[config.mk]
export PLATFORM = sky130hd
export DESIGN_NAME = usb_rxd
export DESIGN_NICKNAME = d
export VERILOG_FILES = /design/src/rtl/usb_rxd.sv
export SDC_FILE = /design/constraint.sdc
export NUM_CORES = 1
export LEC_CHECK = 0
export BUFFER_PORTS_ARGS = -buffer_cell sky130_fd_sc_hd__buf_4
export CORE_ASPECT_RATIO = 1.4
export CORE_MARGIN = 5
export CORE_UTILIZATION = 45
export DETAILED_ROUTE_END_ITERATION = 12
export PLACE_DENSITY = 0.7
export SLEW_MARGIN = 20
export SYNTH_ARGS = -nofsm -noshare
export SYNTH_HDL_FRONTEND = slang
export SYNTH_SLANG_ARGS = --single-unit
[constraint.sdc]
create_clock -name clk -period 2.2 [get_ports clk]
set_clock_uncertainty 0.15 [all_clocks]
set_input_delay 0 -clock clk [delete_from_list [all_inputs] [get_ports clk]]
set_output_delay 0 -clock clk [all_outputs]
set_load 0.02 [all_outputs]
[src/rtl/usb_rxd.sv]
// usb_rxd: serial-to-byte receiver for the single-wire collect-side USB link.
//
// Samples the fire-framed bit stream one bit per clock, hunts for the sync
// byte, then assembles payload bytes MSB first. Every assembled byte is held
// for one byte-time before it is emitted, so the trailing guard byte of each
// frame is never emitted. At end of frame the guard byte and byte alignment
// are checked and the emitted byte count is reported.
//
// Ports:
//   clk        single clock, inputs sampled on the rising edge
//   rst        asynchronous active-low reset
//   fire       frame-active qualifier from the line
//   din        serial data bit, meaningful while fire=1
//   dout       payload byte, valid while dvalid=1
//   dvalid     one-cycle strobe per payload byte (no backpressure)
//   fs         one-cycle pulse when sync is found
//   fd         one-cycle pulse at end of frame; nbyte/err valid with it
//   nbyte      payload bytes emitted in the frame just ended (saturating)
//   err        frame error flag, valid with fd
//   dbg_state  current FSM state (IDLE=0, HUNT=1, RECV=2, DONE=3)
//
// Handshake: dvalid is a pure strobe. The consumer must take dout in every
// cycle dvalid=1; there is no ready and the receiver never stalls.

module usb_rxd #(
  parameter logic [7:0] SYNC_DATA = 8'h01,
  parameter int         CNT_W     = 8
) (
  input  logic             clk,
  input  logic             rst,
  input  logic             fire,
  input  logic             din,
  output logic [7:0]       dout,
  output logic             dvalid,
  output logic             fs,
  output logic             fd,
  output logic [CNT_W-1:0] nbyte,
  output logic             err,
  output logic [1:0]       dbg_state
);

  typedef enum logic [1:0] {
    IDLE = 2'd0,
    HUNT = 2'd1,
    RECV = 2'd2,
    DONE = 2'd3
  } state_t;

  localparam logic [CNT_W-1:0] CNT_ONE = {{(CNT_W-1){1'b0}}, 1'b1};
  localparam logic [CNT_W-1:0] CNT_MAX = {CNT_W{1'b1}};

  state_t           state;
  logic [7:0]       sr;       // shift register, newest bit in bit 0
  logic [3:0]       hcnt;     // bits sampled while hunting, saturates at 8
  logic [2:0]       bcnt;     // bit position within the current payload byte
  logic [7:0]       pend;     // last complete byte, held back one byte-time
  logic             pend_v;
  logic [CNT_W-1:0] cnt;      // bytes emitted so far in this frame
  logic             err_q;    // error verdict waiting for the fd pulse

  logic [7:0] sr_next;

  assign sr_next   = {sr[6:0], din};
  assign dbg_state = state;

  always_ff @(posedge clk or negedge rst) begin
    if (!rst) begin
      state  <= IDLE;
      sr     <= 8'h00;
      hcnt   <= 4'd0;
      bcnt   <= 3'd0;
      pend   <= 8'h00;
      pend_v <= 1'b0;
      cnt    <= '0;
      err_q  <= 1'b0;
      dout   <= 8'h00;
      dvalid <= 1'b0;
      fs     <= 1'b0;
      fd     <= 1'b0;
      nbyte  <= '0;
      err    <= 1'b0;
    end else begin
      dvalid <= 1'b0;
      fs     <= 1'b0;
      fd     <= 1'b0;
      case (state)
        IDLE: begin
          bcnt   <= 3'd0;
          pend   <= 8'h00;
          pend_v <= 1'b0;
          cnt    <= '0;
          err_q  <= 1'b0;
          if (fire) begin
            // The first frame bit is taken here so no bit is lost on entry.
            sr    <= {7'b0, din};
            hcnt  <= 4'd1;
            state <= HUNT;
          end else begin
            sr   <= 8'h00;
            hcnt <= 4'd0;
          end
        end

        HUNT: begin
          if (fire) begin
            sr <= sr_next;
            if (hcnt != 4'd8) hcnt <= hcnt + 4'd1;
            // hcnt >= 7 means at least 8 bits including the one sampled now.
            if (hcnt >= 4'd7 && sr_next == SYNC_DATA) begin
              fs    <= 1'b1;
              bcnt  <= 3'd0;
              state <= RECV;
            end
          end else begin
            err_q <= 1'b1;
            cnt   <= '0;
            state <= DONE;
          end
        end

        RECV: begin
          if (fire) begin
            sr   <= sr_next;
            bcnt <= bcnt + 3'd1;
            if (bcnt == 3'd7) begin
              // A new byte is complete: release the previously held one.
              if (pend_v) begin
                dout   <= pend;
                dvalid <= 1'b1;
                if (cnt != CNT_MAX) cnt <= cnt + CNT_ONE;
              end
              pend   <= sr_next;
              pend_v <= 1'b1;
            end
          end else begin
            // The held byte is the guard: it must exist, be zero, and the
            // frame must have closed on a byte boundary.
            err_q <= (bcnt != 3'd0) || !pend_v || (pend != 8'h00);
            state <= DONE;
          end
        end

        DONE: begin
          fd    <= 1'b1;
          nbyte <= cnt;
          err   <= err_q;
          state <= IDLE;
        end

        default: state <= IDLE;
      endcase
    end
  end

endmodule

Yosys cells after proc, flatten, opt, wreduce, memory -nomap -nowiden --
Index checks and enable logic that the tools add are counted.
Operators by class: $add $sub $neg 3, $lt $le $gt $ge 1, equal/unequal tests 19, mux-type cells 39, reduce and logical (&&, ||, !) cells 20
Operator list (count):
- 8-bit two-way mux | 7
- 8-bit one-hot mux with 3 select lines | 1
- 2-bit != test, second input constant | 10
- 8-bit one-hot mux with 2 select lines | 1
- 1-bit two-way mux | 14
- 7-bit one-hot mux with 2 select lines | 1
- 3-bit AND reduction | 4
- 3-bit two-way mux | 3
- 3-bit one-hot mux with 3 select lines | 1
- 8-bit by 1-bit adder with 8-bit output, second input constant | 1
- 8-bit by 1-bit == test with 1-bit output, second input constant | 1
- 2-bit two-way mux | 4
- 4-bit two-way mux | 2
- 8-bit != test, second input constant | 1
- 2-bit one-hot mux with 4 select lines | 1
- 4-bit one-hot mux with 2 select lines | 1
- 4-bit AND reduction | 2
- 8-bit nonzero test | 1
- 7-bit two-way mux | 1
- 6-bit AND reduction | 1
- 2-bit nonzero test | 3
- 3-bit nonzero test | 2
- 4-bit by 1-bit adder with 4-bit output, second input constant | 1
- 2-bit == test, second input constant | 2
- other kinds (15) | 16
Storage, ports and cells: bits in registers 54, input port bits 4, logic and storage cells 96

Logic depth before layout (Yosys ltp) --
Gate-level depths: netlist (run 1).
word-level depth 6, gate-level depth with buffers 7

Worst setup path before layout (run 1) --
No wires, ideal clock.
kind register to register, start reg state[0], in the netlist dbg_state[0], end reg state[1], in the netlist dbg_state[1], setup time 125 ps, arrival 1671 ps, required time 1925 ps, setup slack 254 ps, stages on the path, launching flop included 8, clock period less this slack 1946 ps, path through dfrtp_1 > inv_1 > ha_1 > buf_2 > o21ai_0 > a41o_2 > o21ai_2 > mux2_4
On the way: word-level cells in the longest chain between the ends 3, elaborated cells on any way between the ends 9, those cells by class 6 x eq/ne; 1 x mux; 2 x reduce/logical
RTL lines:
- from (decl) | RTL line 52 | state_t state;
- from (signal assigned) | RTL line 68 | state <= IDLE;
- from (signal assigned) | RTL line 97 | state <= HUNT;
- from (signal assigned) | RTL line 112 | state <= RECV;
- 2-bit by 1-bit == test with 1-bit output (tied with other cells) | RTL line 86 | case (state)
- 3-bit != test (no source line) or 2-bit != test (tied branches)
- 3-bit AND reduction (no source line)
Several ways; a longest one is shown, not always the timed one. A chain may end at the register's enable or synchronous reset.

Final worst setup path (run 1) --
start reg state[0], in the netlist dbg_state[0], end reg cnt[1]
On the way: word-level cells in the longest chain between the ends 3, elaborated cells on any way between the ends 11, those cells by class 7 x eq/ne; 1 x mux; 3 x reduce/logical
RTL lines:
- 2-bit == test (tied with other cells) | RTL line 86
- 2-bit != test (no source line) or 3-bit nonzero test (tied branches)
- 6-bit AND reduction (no source line)
- to (signal assigned) | RTL line 130 | if (cnt != CNT_MAX) cnt <= cnt + CNT_ONE;
- to (decl) | RTL line 58 | logic [CNT_W-1:0] cnt;
Several ways; a longest one is shown, not always the timed one.

==> results of run 1 <==
power groups by stage:
| stage | registers (mW) | logic, mW | clock network (mW) |
|---|---|---|---|
| 2_1_floorplan | 1.34 | 0.900 | 0 |
| 3_3_place_gp | 1.32 | 1.28 | 0 |
| 3_5_place_dp | 1.33 | 1.31 | 0 |
| 4_1_cts | 1.31 | 1.32 | 0.798 |
| 5_1_grt | 1.33 | 1.47 | 0.830 |
| 6_report | 1.31 | 1.32 | 0.780 |
layout make-up:
| class | instances | area [um2] | area share, % |
|---|---|---|---|
| clock buffers | 5 | 68.8 | 2.24 |
| flip-flops and latches | 54 | 1350 | 44.1 |
| well taps | 70 | 87.6 | 2.86 |
| repair buffers | 32 | 248 | 8.08 |
| clock inverters | 3 | 68.8 | 2.24 |
| multi-input cells | 153 | 1190 | 38.7 |
| inverters | 15 | 56.3 | 1.84 |
state kept, by name, summed over array words and instances, names as in the netlist:
name       count
err            1
cnt            8
hcnt           4
pend           8
err_q          1
dvalid         1
pend_v         1
sr             7
fs             1
dout           8
fd             1
nbyte          8
dbg_state      2
bcnt           3
cells in the final DEF (no fill, tap or decap), drive strengths merged, types with 7 or more instances in the layout:
master   n
buf     29
dfrtp   54
nor2     8
a21oi    7
mux2    20
a22o    11
inv     15
nand3   13
nand2   21
ha      10
kinds of logic after synthesis:
| group | share of synthesized area [%] |
|---|---|
| simple gates | 13.6 |
| flops | 51.3 |
| compound gates | 16.0 |
| buf+inv | 3.80 |
| mux | 10.2 |
| fa+ha+maj | 4.75 |
| xor+xnor | 0.333 |
what timing repair did:
item | in CTS | in global routing
hold endpoints to repair | 61 | 0
hold buffers | 3 | 0
endpoints found under the setup margin | 0 | 3
resized for setup | 0 | 1
stage by stage:
stage	hold WS [ps]	instances	instance area [um2]	setup WS [ps]	power, mW
floorplan	-446	231	2630	254	2.24
finish	118	332	3070	175	3.40
detailed placement	-68.7	321	2890	174	2.64
global placement	-73.4	321	2890	242	2.60
global route	178	332	3070	19.2	3.63
CTS	143	332	3060	131	3.43
worst min path at each step:
| stage | to | cells after the start |
|---|---|---|
| 2_1_floorplan | bcnt[0] | 0 |
| 3_3_place_gp | nbyte[2] | 1 |
| 3_5_place_dp | nbyte[2] | 1 |
| 4_1_cts | nbyte[2] | 2 |
| 5_1_grt | nbyte[2] | 2 |
| 6_report | nbyte[0] | 2 |
metal layers:
layer	GRT usage [%]	part of all wire (%)	up-vias
met5	0	0	-
met4	6.16	2.2	0
met3	2.50	3.7	9
met2	26.7	51	37
met1	19.1	43	950
li1	-	-	914
==> summary.md, run 1 <==
| Metric | Value |
|---|---|
| Crit path cell chain | `inv_1, ha_1, buf_4, a211o_1, a21oi_2, mux2i_1` |
| Synth Cell Area | `2630 um2` |
| Internal power | `2.15 mW` |
| Sequential Power Share | `38.4%` |
| CTS tree | `yes` |
| Combinational share of power | `38.7%` |
| Post-synthesis sequential area ratio | `51.3%` |
| GPL Wtd Cong | `0.778` |
| Slowest cell on crit path | `dfrtp_1` |
| Final Critical Period | `2020 ps` |
| End point of the critical path | `cnt[1]` |
| Max Slew Vio Count | `0` |
| Area Growth Syn to Fin | `16.5%` |
| Crit Path Category | `flop to flop` |
| Cell Pwr Density | `1110 nW/um2` |
| Clk_lat worst skew | `300 ps` |
| Crit. End Element | `flop` |
| Status | `finished clean` |
| Critical Path RT | `2280 ps` |
| Endpoints failing setup | `0` |
| Share of layout cells above drive strength 1 | `27.9%` |
| Core area | `5780 um2` |
| R2r worst-path depth | `6` |
| Synth cell types | `52` |
| Htree depth | `2` |
| Final TNS setup | `0 ps` |
| Clock Tree Buf Depth | `2` |
| Setup crit start | `dbg_state[0]` |
| Final nets | `275` |
| Largest net degree at the start of global routing | `55` |
| Seq cells post-synth | `54` |
| WP depth | `6` |
| Ys async rst share | `100%` |
| Post-DP HPWL | `3.85 mm` |
| Vias per inst | `5.75` |
| Max Freq | `0.494 GHz` |
| Max IR drop VDD | `392 uV` |
| Share of the synthesized area in the top cell type | `51.3%` |
| Avg WL per Cell | `16.0 um` |
| Final Hold Fails | `0` |
| Worst rel slew slack | `55.9%` |
| Post-CTS Setup Inserts | `0` |
| Delay-heaviest family, CP | `compound AO/OA/AOI/OAI gates` |
| Total Routing Usage GR | `15.5%` |
| Initial Utilization | `45.5%` |
| DIE WIDTH | `74.6 um` |
| Antenna-violating nets left | `0` |
| FF-to-FF End | `cnt[1]` |
| Synthesized Nets | `245` |
| Ys flop type | `dfrtp_1` |
| Vias | `1,910` |
| DR iter-0 viols | `83` |
| Top cells by area, synth | `dfrtp_1 (51%), mux2_2 (8.1%), ha_1 (4.8%)` |
| Reg-to-Reg Start | `dbg_state[0]` |
| Reg2Reg Setup Slack | `180 ps` |
| Gr ovfl total | `0` |
| Mapped Cells | `231` |
| LEAKAGE | `1.48 nW` |
| Mean area per synthesized cell | `11.4 um2` |
| Drt drc | `0` |
| First-pass GRT wire length | `9.13 mm` |
| Slew @ Worst Pin | `661 ps` |
| IO buf count | `25` |
| Worst Hold Class | `input pin to async pin` |
| Clk sinks | `54` |
| Final Core Density | `53.1%` |
| Post-synth top cells | `dfrtp_1 (54), nand2_1 (21), mux2_2 (19)` |
| Max Cap Violations | `0` |
| Clock Pin Slew Worst Setup and Hold Paths | `90 ps` |
| Fillcell total | `532` |
| Routed WL | `5.32 mm` |
| Most frequent cell after synthesis | `dfrtp_1` |
| CP max stage delay | `490 ps` |
| CP Data Arrival Time | `2100 ps` |
| Initial antenna violation count | `0` |
| YS warnings | `0` |
| Vias in the first global route | `1,917` |
| Clock share of power | `22.9%` |
| Top Ports | `26` |
| Die area | `7500 um2` |
| First-pass detailed-route iteration total | `4` |
| Cell taking the most area after synthesis | `dfrtp_1` |
| Row Count | `33` |
| RSZ-0062 raised after global routing | `false` |
| Worst Setup Start Kind | `flop` |
| EDFF count, synth | `0` |
| Sw Ratio | `36.9%` |
| Num CTS Buffers | `5` |
| Ant diodes | `0` |
| Switching power | `1.26 mW` |
| Buf/Inv on CP | `2` |
| Clock Tree Root | `clkbuf_8` |
| Die Y-Extent | `101 um` |
| Part of the cycle the worst path needs | `92.0%` |
| CP max FO | `8` |
Note: power is estimated with default switching activity, not from simulation.
==> inputs of run 2 (changes only) <==
CORE_UTILIZATION = 51   (was 45)
CTS_BUF_LIST = sky130_fd_sc_hd__clkbuf_16   (was not set)
PLACE_DENSITY = 0.77   (was 0.7)
==> run 2 against run 1 <==
Critical path depth unchanged. Worst hold slack improved by 25 ps. Non-clock buffer count is the same. Global-route usage increased by 1.5 points. Register-to-register slack about the same. Combinational power is 3% lower. Critical endpoint unchanged. Cell area up 0.82%. Worst setup slack got worse by 7.3 ps.
==> summary.md, run 2 (same netlist as run 1, synthesis figures left out) <==
| Metric | Value |
|---|---|
| Max IR drop VDD | `529 uV (+35%)` |
| RSZ-0062 raised after global routing | `false` |
| GR Layer Usage met1 | `21.1% (+2.1 points)` |
| Die Y-Extent | `95.0 um (-5.5%)` |
| Reg-to-Reg Start | `dbg_state[0]` |
| Reg2Reg Setup Slack | `170 ps (about the same)` |
| Fillcell total | `414 (-22%)` |
| Clock Tree Root | `clkbuf_16` |
| GPL Wtd Cong | `0.886 (+14%)` |
| Slew @ Worst Pin | `655 ps (-5.75 ps)` |
| LEAKAGE | `1.49 nW (+0.94%)` |
| Die area | `6720 um2 (-10%)` |
| Share of layout cells above drive strength 1 | `27.5% (-0.38 points)` |
| Clk_lat worst skew | `290 ps (about the same)` |
| Post-CTS Setup Inserts | `0 (unchanged)` |
| Finished Layout Cells | `328 (-1.2%)` |
| Clk sinks | `54 (unchanged)` |
| Endpoints failing setup | `0 (unchanged)` |
| Worst Setup Start Kind | `flop` |
| Dpl ws | `176 ps (+2.58 ps)` |
| FF-to-FF End | `cnt[1]` |
| Crit. End Element | `flop` |
| Crit Path Category | `flop to flop` |
| Htree depth | `2 (unchanged)` |
| R2r worst-path depth | `6 (unchanged)` |
| Total Routing Usage GR | `17.1% (+1.5 points)` |
| First-pass GRT wire length | `9.03 mm (-1.1%)` |
| Top Ports | `26 (unchanged)` |
| Vias in the first global route | `1,828 (-4.6%)` |
| Avg WL per Cell | `16.1 um (+0.25%)` |
| Most common cell after layout, fill and taps aside | `dfrtp_1` |
| Final Core Density | `60.8% (+7.8 points)` |
| Met2 GRT Util | `29.3% (+2.6 points)` |
| Largest net degree at the start of global routing | `55 (unchanged)` |
| Crit path cell chain | `inv_1, ha_1, buf_4, a211o_1, a21oi_2, mux2i_1` |
| Max Slew Vio Count | `0 (unchanged)` |
| Antenna-violating nets left | `0 (unchanged)` |
| CTS tree | `yes` |
| DIE WIDTH | `70.7 um (-5.3%)` |
| Slowest cell on crit path | `dfrtp_1` |
| Met3 GRT Util | `3.38% (+0.88 points)` |
| Initial antenna violation count | `0 (unchanged)` |
| Final TNS setup | `0 ps (unchanged)` |
| Initial Utilization | `51.8% (+6.3 points)` |
| Critical Path RT | `2270 ps (about the same)` |
| Post-DP HPWL | `3.64 mm (-5.4%)` |
| Num CTS Buffers | `5 (unchanged)` |
| Dpl cells | `317 (-1.2%)` |
| Final worst-path setup slack | `168 ps (-7.31 ps)` |
| Final Critical Period | `2030 ps (+7.31 ps)` |
| Final non-filler cell area | `3090 um2 (+0.82%)` |
| Max Cap Violations | `0 (unchanged)` |
| CP max FO | `12 (+4)` |
| Post-DP Area | `2890 um2 (-0.17%)` |
| Clock Pin Slew Worst Setup and Hold Paths | `70 ps (-20 ps)` |
| Final nets | `275 (unchanged)` |
| Top Usage Layer GRT | `met2` |
| Max Freq | `0.492 GHz (-0.36%)` |
| Most frequent cells in the layout | `dfrtp_1 (54), buf_4 (29), nand2_1 (21)` |
| Worst Hold Class | `input pin to async pin` |
| Post-CTS Hold Buffers | `3 (unchanged)` |
| DR iter-0 viols | `253 (+200%)` |
| Routed WL | `5.27 mm (-0.96%)` |
| Ant diodes | `0 (unchanged)` |
| Post-cts resize count | `0 (unchanged)` |
| CP max stage delay | `470 ps (-20 ps)` |
| Cell Pwr Density | `1130 nW/um2 (+1.6%)` |
| Clock Tree Buf Depth | `2 (unchanged)` |
| Gr ovfl total | `0 (unchanged)` |
| Final Hold Fails | `0 (unchanged)` |
| Part of the cycle the worst path needs | `92.4% (+0.33 points)` |
| Core area | `5080 um2 (-12%)` |
| Area Growth Syn to Fin | `17.4%` |
| Worst rel slew slack | `56.3% (+0.38 points)` |
| IO buf count | `25 (unchanged)` |
| Vias per inst | `5.80 (+0.85%)` |
| Vias | `1,903 (-0.37%)` |
| Drt drc | `0 (unchanged)` |
| Row Count | `31 (-6.1%)` |
| First-pass detailed-route iteration total | `4 (unchanged)` |
| CP Data Arrival Time | `2100 ps (about the same)` |
| Status | `finished clean` |
## run 2: changes by cell type in the layout (fill, tap and decap cells not counted)
cell | previous run | this run
inv_6 | 0 | 1
a211oi_2 | 2 | 1
clkbuf_8 | 5 | 0
bufinv_16 | 2 | 1
a211oi_1 | 2 | 3
clkbuf_16 | 0 | 5
## run 2: cell type report
class                           count  area [um2]  share of cell area, %
Multi-Input combinational cell    153        1180                   38.2
Inverter                           15        56.3                   1.82
Clock buffer                        5         125                   4.05
Tap cell                           66        82.6                   2.67
Clock inverter                      3        47.5                   1.54
Timing Repair Buffer               32         248                   8.01
Sequential cell                    54        1350                   43.7
## run 2: critical path, delay by kind of cell, from the launching register on
family	cells	cell delay, ps
AO/OA/AOI/OAI	2	540
adder cells (fa/ha/maj)	1	280
buffers and inverters	2	300
flip-flops	1	470
multiplexers	1	210
## run 2: metal layers
metal  up-vias  share of wire, %  wire [um]
li1        912                 -          -
met1       917                41       2160
met5         -                 0          0
met2        61                51       2700
met3        13               5.1        271
met4         0               2.6        137
## run 2: stage by stage
stage | hold WS, ps | total power, mW
2_1_floorplan | -446 | 2.24
3_3_place_gp | -76.2 | 2.57
3_5_place_dp | -74.8 | 2.60
4_1_cts | 162 | 3.51
5_1_grt | 226 | 3.71
6_report | 143 | 3.48
## run 2: power by group
group	internal, mW	switching, mW	total (mW)
logic	0.536	0.749	1.28
clock network	0.543	0.352	0.894
registers	1.14	0.162	1.30
## run 2: worst max path at each step
stage / from / endpoint / slack (ps)
after floorplan: dbg_state[0] / dbg_state[1] / 250
after global placement: dbg_state[0] / cnt[6] / 280
after detailed placement: dbg_state[0] / cnt[1] / 180
after CTS: dbg_state[0] / cnt[1] / 160
after global routing: dbg_state[0] / cnt[1] / 40
final: dbg_state[0] / cnt[1] / 170
